<file path="config.mk">
export PLATFORM = sky130hd
export DESIGN_NAME = if_id_fifo
export DESIGN_NICKNAME = d
export VERILOG_FILES = /design/src/rtl/if_id_fifo.sv
export SDC_FILE = /design/constraint.sdc
export NUM_CORES = 1
export LEC_CHECK = 0
export CAP_MARGIN = 20
export CORE_ASPECT_RATIO = 1.75
export CORE_MARGIN = 2
export CORE_UTILIZATION = 35
export DETAILED_ROUTE_END_ITERATION = 16
export GPL_TIMING_DRIVEN = 1
export PLACE_DENSITY = 0.55
export REMOVE_ABC_BUFFERS = 1
export SYNTH_ARGS = -nofsm -noshare
export SYNTH_HDL_FRONTEND = slang
export SYNTH_SLANG_ARGS = --single-unit
</file>
<file path="constraint.sdc">
create_clock -name clk_50MHz -period 2.5 [get_ports clk_50MHz]
set_clock_uncertainty 0.05 [all_clocks]
set_input_delay 0.5 -clock clk_50MHz [delete_from_list [all_inputs] [get_ports clk_50MHz]]
set_output_delay 0.5 -clock clk_50MHz [all_outputs]
set_load 0.01 [all_outputs]
</file>
<file path="src/rtl/if_id_fifo.sv">
// IF/ID boundary queue: DEPTH-entry circular buffer of {pc, inst} pairs between fetch and decode.
// Valid/ready on both sides; flush drops every queued entry and blocks pushes for that cycle.
module if_id_fifo #(
    parameter int unsigned INST_W = 16,
    parameter int unsigned PC_W   = 16,
    parameter int unsigned DEPTH  = 4,
    parameter int unsigned CNT_W  = $clog2(DEPTH + 1)
) (
    input  logic              clk_50MHz,
    input  logic              rst,
    input  logic              in_valid,
    output logic              in_ready,
    input  logic [INST_W-1:0] in_inst,
    input  logic [PC_W-1:0]   in_pc,
    input  logic              flush,
    output logic              out_valid,
    input  logic              out_ready,
    output logic [INST_W-1:0] out_inst,
    output logic [PC_W-1:0]   out_pc,
    output logic [CNT_W-1:0]  count
);

    localparam int unsigned PTR_W = $clog2(DEPTH);

    if (DEPTH < 2 || DEPTH > 16 || (DEPTH & (DEPTH - 1)) != 0) begin : gen_bad_depth
        $error("if_id_fifo: DEPTH must be a power of two in 2..16");
    end

    logic [INST_W-1:0] inst_mem_q [DEPTH];
    logic [INST_W-1:0] inst_mem_d [DEPTH];
    logic [PC_W-1:0]   pc_mem_q   [DEPTH];
    logic [PC_W-1:0]   pc_mem_d   [DEPTH];

    logic [PTR_W-1:0] rd_ptr_q, rd_ptr_d;
    logic [PTR_W-1:0] wr_ptr_q, wr_ptr_d;
    logic [CNT_W-1:0] count_q, count_d;

    logic full;
    logic empty;
    logic push;
    logic pop;

    assign full  = (count_q == CNT_W'(DEPTH));
    assign empty = (count_q == '0);

    // A full queue never accepts, even if decode pops in the same cycle.
    assign in_ready  = ~full & ~flush;
    assign out_valid = ~empty;
    assign push      = in_valid & in_ready;
    assign pop       = out_valid & out_ready & ~flush;
    assign count     = count_q;

    assign out_inst = empty ? '0 : inst_mem_q[rd_ptr_q];
    assign out_pc   = empty ? '0 : pc_mem_q[rd_ptr_q];

    always_comb begin
        rd_ptr_d = rd_ptr_q;
        wr_ptr_d = wr_ptr_q;
        count_d  = count_q;
        if (flush) begin
            rd_ptr_d = '0;
            wr_ptr_d = '0;
            count_d  = '0;
        end else begin
            if (push) begin
                wr_ptr_d = wr_ptr_q + PTR_W'(1);
            end
            if (pop) begin
                rd_ptr_d = rd_ptr_q + PTR_W'(1);
            end
            unique case ({push, pop})
                2'b10:   count_d = count_q + CNT_W'(1);
                2'b01:   count_d = count_q - CNT_W'(1);
                default: count_d = count_q;
            endcase
        end
    end

    always_comb begin
        inst_mem_d = inst_mem_q;
        pc_mem_d   = pc_mem_q;
        if (push) begin
            inst_mem_d[wr_ptr_q] = in_inst;
            pc_mem_d[wr_ptr_q]   = in_pc;
        end
    end

    always_ff @(posedge clk_50MHz or negedge rst) begin
        if (!rst) begin
            rd_ptr_q <= '0;
            wr_ptr_q <= '0;
            count_q  <= '0;
        end else begin
            rd_ptr_q <= rd_ptr_d;
            wr_ptr_q <= wr_ptr_d;
            count_q  <= count_d;
        end
    end

    // Storage is deliberately left out of reset; occupancy alone decides what is visible.
    always_ff @(posedge clk_50MHz) begin
        inst_mem_q <= inst_mem_d;
        pc_mem_q   <= pc_mem_d;
    end

endmodule

</file>
Word-level counts from Yosys, hierarchy flattened
Cells that the tools add are included.
{"block": "classes", "n_addsub": 4, "order_cmp": 3, "n_eq_ne": 3, "mux": 18, "bitwise": 9, "reduce_logical": 5}
{"op": "$bwmux 64", "n": 2}
{"op": "$mux 16", "n": 7}
{"op": "$bmux 16 s2", "n": 2}
{"op": "$demux 16 s2", "n": 1}
{"op": "$mux 2", "n": 4}
{"op": "$ge 3x3->1 const B", "n": 2}
{"op": "$not 2->3", "n": 2}
{"op": "$pmux 3 s2", "n": 1}
{"op": "$add 2x1->2 const B", "n": 2}
{"op": "$and 1x1->1", "n": 4}
{"op": "$reduce_bool 2->1", "n": 2}
{"op": "$add 3x1->3 const B", "n": 1}
{"op": "$eq 3x3->1 const B", "n": 1}
{"op": "$logic_not 3->1", "n": 1}
{"op": "$lt 3x1->1 const B", "n": 1}
{"op": "$mux 3", "n": 1}
{"op": "$not 1->1", "n": 3}
{"op": "$reduce_bool 3->1", "n": 1}
{"op": "$sub 3x1->3 const B", "n": 1}
{"op": "$eq 2x1->1 const B", "n": 1}
{"op": "$eq 2x2->1 const B", "n": 1}
{"op": "$logic_and 1x1->1", "n": 1}
{"block": "totals", "regBits": 135, "inputBits": 37, "output_inout_bits": 37, "word_cells": 53}

Logic depth before layout (Yosys ltp)
{"block": "depth", "word_depth": 7, "ltp_mapped": 9, "mapped_depth_nobuf": 8}

Worst setup path after synthesis
Ideal clock, no wire load.
{"block": "synth_timing", "path_kind": "input -> register", "start": "input port flush", "end": "register inst_mem_q[0] (netlist bit) (enable)", "setup_ns": 0.392, "arrival_ns": 1.833, "required_ns": 2.058, "path_slack_ns": 0.225, "path_stages": 3, "path_buffers": 0, "cell_sequence": "nand2b_1 -> a21oi_2 -> and2_1"}
{"block": "synth_between", "elab_chain_cells": 3}
{"element": "start: declaration", "line_no": "15", "source": "input logic flush,"}
{"element": "$not 1->1", "line_no": "47", "source": "assign in_ready = ~full & ~flush;"}
{"element": "$and 1x1->1", "line_no": "47"}
{"element": "$and 1x1->1", "line_no": "49", "source": "assign push = in_valid & in_ready;"}
{"element": "end signal: assignment", "line_no": "102", "source": "inst_mem_q <= inst_mem_d;"}
{"element": "end: declaration", "line_no": "29", "source": "logic [INST_W-1:0] inst_mem_q [DEPTH];"}
No other way between the ends.
A chain may end at the register's enable or synchronous reset.

Final worst setup path
{"block": "layout_timing", "start": "register rd_ptr_q[0]", "end": "output port out_inst[12]"}
{"block": "layout_between", "elab_chain_cells": 5}
{"element": "start: declaration", "line_no": "34", "source": "logic [PTR_W-1:0] rd_ptr_q, rd_ptr_d;"}
{"element": "start signal: assignment", "line_no": "94", "source": "rd_ptr_q <= rd_ptr_d;"}
{"element": "$not 2->3 (implied by the code)", "line_no": "53", "source": "assign out_inst = empty ? '0 : inst_mem_q[rd_ptr_q];"}
{"element": "$bmux 16 s2", "line_no": "53"}
{"element": "$mux 16 (implied by the code) (2 in series)", "line_no": "53"}
{"element": "$mux 16", "line_no": "53"}
{"element": "end: declaration", "line_no": "18", "source": "output logic [INST_W-1:0] out_inst,"}
No other way between the ends. The select of a mux whose other input is x is not followed.

==> results_tabular.tex <==
\begin{tabular}{lr}
\hline
Metric & Value \\
\hline
\multicolumn{2}{l}{\textbf{Power and ir drop}} \\
\quad Combinational group share of total power & 31.1\% \\
\quad Peak ir drop on the vdd network & between 0.0005 and 0.0006 V \\
\quad Leak Pwr & about 2.5 nW \\
\quad Pwr/cell area & 1036 mW/mm\^{}2 \\
\quad Power after layout & $\sim$7.4 mW \\
\quad Sequential cell fraction of total power & a little over a third \\
\quad Internal power of the cells & 5.460 mW \\
\quad Sw frac & 26.44\% \\
\quad Reported net switching power & about 2.0 mW \\
\quad Part of the total power dissipated in the clock network & 32.8\% \\
\multicolumn{2}{l}{\textbf{Setup path}} \\
\quad Cell-by-cell listing of the critical path & buf\_6, buf\_12, mux4\_2, and2\_4, buf\_6 \\
\quad Data arrival time of the critical path & about 1900 ps \\
\quad Standard cell with the maximum stage delay on the critical path & mux4\_2 \\
\quad Most numerous cell on the critical path & buf\_6 \\
\quad CP peak stage delay & just over 500 ps \\
\quad Crit path capture type & primary output \\
\quad Crit Path Max Fanout & 6 \\
\quad Required time at the endpoint of the critical path & 1950 ps \\
\quad CP Launch Type & flip-flop \\
\quad Critical path buffer and inverter count & 3 \\
\quad Logic depth of the worst register-to-register path & 8 \\
\quad Critical path class & flip-flop to primary output \\
\quad WP depth & 5 \\
\quad Cell family contributing the most delay on the critical path & multiplexers \\
\multicolumn{2}{l}{\textbf{Layout}} \\
\quad ANT cells & 0 \\
\quad Area growth, synth to finish & 33.88\% \\
\quad Design area & roughly 0.007 mm\^{}2 \\
\quad Fin nets & 408 \\
\quad Layout cells sized above 1 & between 30\% and 40\% \\
\quad Post-layout utilization of the core & between 40 and 50\% \\
\multicolumn{2}{l}{\textbf{Timing}} \\
\quad Total count of max-transition violations in the final report & 0 \\
\quad Setup repair after global routing missed its margin & yes \\
\quad Final number of hold-violating endpoints & 0 \\
\quad Final critical path time including I/O delays and setup & $\sim$2400 ps \\
\quad Worst-Margin Slew & around 360 ps \\
\quad Final cycle utilization of the critical path & 97.82\% \\
\quad Highest clock frequency the design can meet & 408.9 MHz \\
\quad Worst Hold Margin & 317.6 ps \\
\quad Setup ws final & roughly 54 ps \\
\quad Final setup fails & 0 \\
\quad Slew Limit Headroom & between 70\% and 80\% \\
\multicolumn{2}{l}{\textbf{Synthesis}} \\
\quad Main flop type after synthesis & edfxtp\_1 \\
\quad Number of cells produced by synthesis & 256 \\
\quad Synthesized area divided by synthesized cell count & 20.90 um\^{}2 \\
\quad Number of warnings reported in the yosys synthesis log & 0 \\
\quad Post-synthesis async set-or-reset flop share & under 10\% \\
\quad Distinct cell type count after synthesis & 34 \\
\quad Mapped cell area & $\sim$0.0054 mm\^{}2 \\
\quad Sequential area share after synthesis & between 70\% and 80\% \\
\quad EDFF count, synth & 128 \\
\quad Flip-flop and latch count after synthesis & approximately 140 \\
\multicolumn{2}{l}{\textbf{Routing}} \\
\quad Overall via count from detail\_route & 2699 \\
\quad WL/cell & roughly 19 um \\
\quad Remaining design rule violation count & 0 \\
\quad Final routed wirelength across all metal layers & approximately 11000 um \\
\quad Count of TritonRoute iterations in the first routing pass & 4 \\
\quad Vias per cell & about 4.8 \\
\quad Iteration-0 DRC count of the detailed router & approximately 110 \\
\quad Count of nets left with antenna violations after detail routing & 0 \\
\multicolumn{2}{l}{\textbf{Placement}} \\
\quad GPL Wtd Cong & 0.7076 \\
\quad IO Port Bufs & 73 \\
\quad DP Area & about 0.0065 mm\^{}2 \\
\quad Post-Place Setup Slack & roughly 42 ps \\
\quad Total half-perimeter wirelength after legalization and detailed placement & between 6000 and 7000 um \\
\multicolumn{2}{l}{\textbf{GRT}} \\
\quad Vias in the first global route & between 3000 and 4000 \\
\quad Maximum number of pins on one net before global-route repair & 24 \\
\quad Global route total overflow & 0 \\
\quad Overall fraction of global-route tracks in use & roughly 14\% \\
\quad Number of antenna violations at the first check in global routing & 0 \\
\quad First-pass GRT wire length & around 17000 um \\
\multicolumn{2}{l}{\textbf{Clocking}} \\
\quad H-Tree Level Count & 4 \\
\quad TritonCTS clock tree & built \\
\quad CTS Sinks & 135 \\
\quad Clock Root Buffer & clkbuf\_16 \\
\quad Latest clock arrival within the worst-skew pair & 410 ps \\
\quad Cts bufs inserted & 17 \\
\quad Clock-pin transition on the worst setup and hold timing paths & 60 ps \\
\quad Bufs on Longest Clock Path & 2 \\
\quad Hold Buf Count CTS & 0 \\
\multicolumn{2}{l}{\textbf{Floorplanning}} \\
\quad DIE WIDTH & approximately 97 um \\
\quad Die height & around 170 um \\
\quad DIE AREA & around 0.016 mm\^{}2 \\
\quad Cell row count & 59 \\
\quad Starting utilization of the core area & a little over a third \\
\quad Area of the core & approximately 0.015 mm\^{}2 \\
\quad Top-level port count & 74 \\
\multicolumn{2}{l}{\textbf{Min path}} \\
\quad Class of the tightest hold or removal check & primary input to asynchronous set/reset pin \\
\multicolumn{2}{l}{\textbf{Status}} \\
\quad Run status & complete, no violations \\
\multicolumn{2}{l}{\textbf{Job}} \\
\quad Max-capacitance violation count & 0 \\
\hline
\end{tabular}
==> cell type report <==
class,count,area (um^2)
well taps,183,229.0
fillers,1295,7747
inverters,2,7.507
clock buffers,17,425.4
clock inverters,15,161.4
multi-input cells,106,1289
flip-flops and latches,135,4021
repair buffers,104,1031
==> worst reg2reg max path, delay by kind of cell (launching register included) <==
| family | cells | cell delay (ps) |
|---|---|---|
| adders and majority gates | 1 | 420 |
| DFF | 1 | 390 |
| and+or+nand+nor | 4 | 920 |
| buffers and inverters | 1 | 220 |
| AOI/OAI and AO/OA | 2 | 250 |
==> Yosys cell counts (2+ instances only) <==
library cell    n  area, um^2
edfxtp_1      128        3844
and2_1         36       225.2
mux4_2         32       720.7
dfrtp_1         7       175.2
clkbuf_1        6       22.52
nor2_1          5       18.77
ha_1            4       50.05
buf_2           3       15.01
buf_4           3       22.52
nand2_1         3       11.26
nand2b_1        3       18.77
inv_1           2       7.510
nand3_1         2       10.01
xor2_1          2       17.52
==> through the flow <==
step | TNS [ps] | std cells
floorplan | -9420 | 243
global placement | 0 | 522
detailed placement | 0 | 522
CTS | -59.30 | 562
global route | -55.23 | 562
finish | 0 | 562
==> power by group through the flow <==
stage | combinational (mW) | sequential [mW] | clock, mW
floorplan | 0.945 | 2.85 | 0
global placement | 2.23 | 2.72 | 0
detailed placement | 2.24 | 2.73 | 0
finish | 2.31 | 2.68 | 2.44
global route | 2.50 | 2.69 | 2.59
CTS | 2.35 | 2.68 | 2.49
==> timing repair <==
action | in CTS | in global routing
gates cloned | 2 | 0
setup buffers | 6 | 1
pin swaps | 1 | 0
gates resized for setup | 138 | 13
endpoints found under the setup margin | 33 | 16
==> flip-flops by register name, indices dropped and copies added, names as in the netlist <==
name,count
count,3
inst_mem_q,64
pc_mem_q,64
rd_ptr_q,2
wr_ptr_q,2
==> kinds of logic after synthesis <==
kind of cell / count (synthesis) / share of synthesized area [%]
xor gates and xnor gates: 4 / 1.006
AOI/OAI and AO/OA: 8 / 1.052
and+or+nand+nor: 55 / 6.126
muxes: 34 / 13.93
DFF: 135 / 75.10
buffers and inverters: 15 / 1.473
adders and majority gates: 5 / 1.309
==> worst paths after layout <==
check | from | endpoint | slack [ps]
hold reg to reg | wr_ptr_q[1] | wr_ptr_q[1] | 570
max in group asynchronous | rst | rd_ptr_q[0] | 1800
hold / removal | rst | wr_ptr_q[0] | 320
setup reg to reg | count[2] | count[2] | 170
setup / recovery | rd_ptr_q[0] | out_inst[12] | 50
min in group clk_50MHz | wr_ptr_q[1] | wr_ptr_q[1] | 570
==> layout by cell type (no fill, tap or decap), types with 2 or more instances in the layout <==
master             n
clkinv_4           2
ha_1               4
nand3_1            2
clkinvlp_4         4
nand2_1            3
nand2b_1           3
buf_12            10
buf_16             2
nor2_1             5
inv_1              2
buf_6              7
clkbuf_16         17
dfrtp_2            2
xor2_1             2
and2_4            12
clkdlybuf4s50_1   40
buf_2             24
clkdlybuf4s15_2    2
and2_2             4
clkinv_1           5
buf_4             16
dfrtp_1            5
and2_1            20
edfxtp_1         128
mux4_2            32
bufinv_16          3
==> per-layer routing <==
metal | vias up | track usage (%) | part of all wire, %
li1 | 1238 | - | -
met1 | 1397 | 14.92 | 38
met2 | 50 | 25.10 | 57
met3 | 14 | 3.881 | 3.5
met4 | 0 | 6.159 | 1.8
met5 | - | 0 | 0
Power figures use the tool's default switching activity.
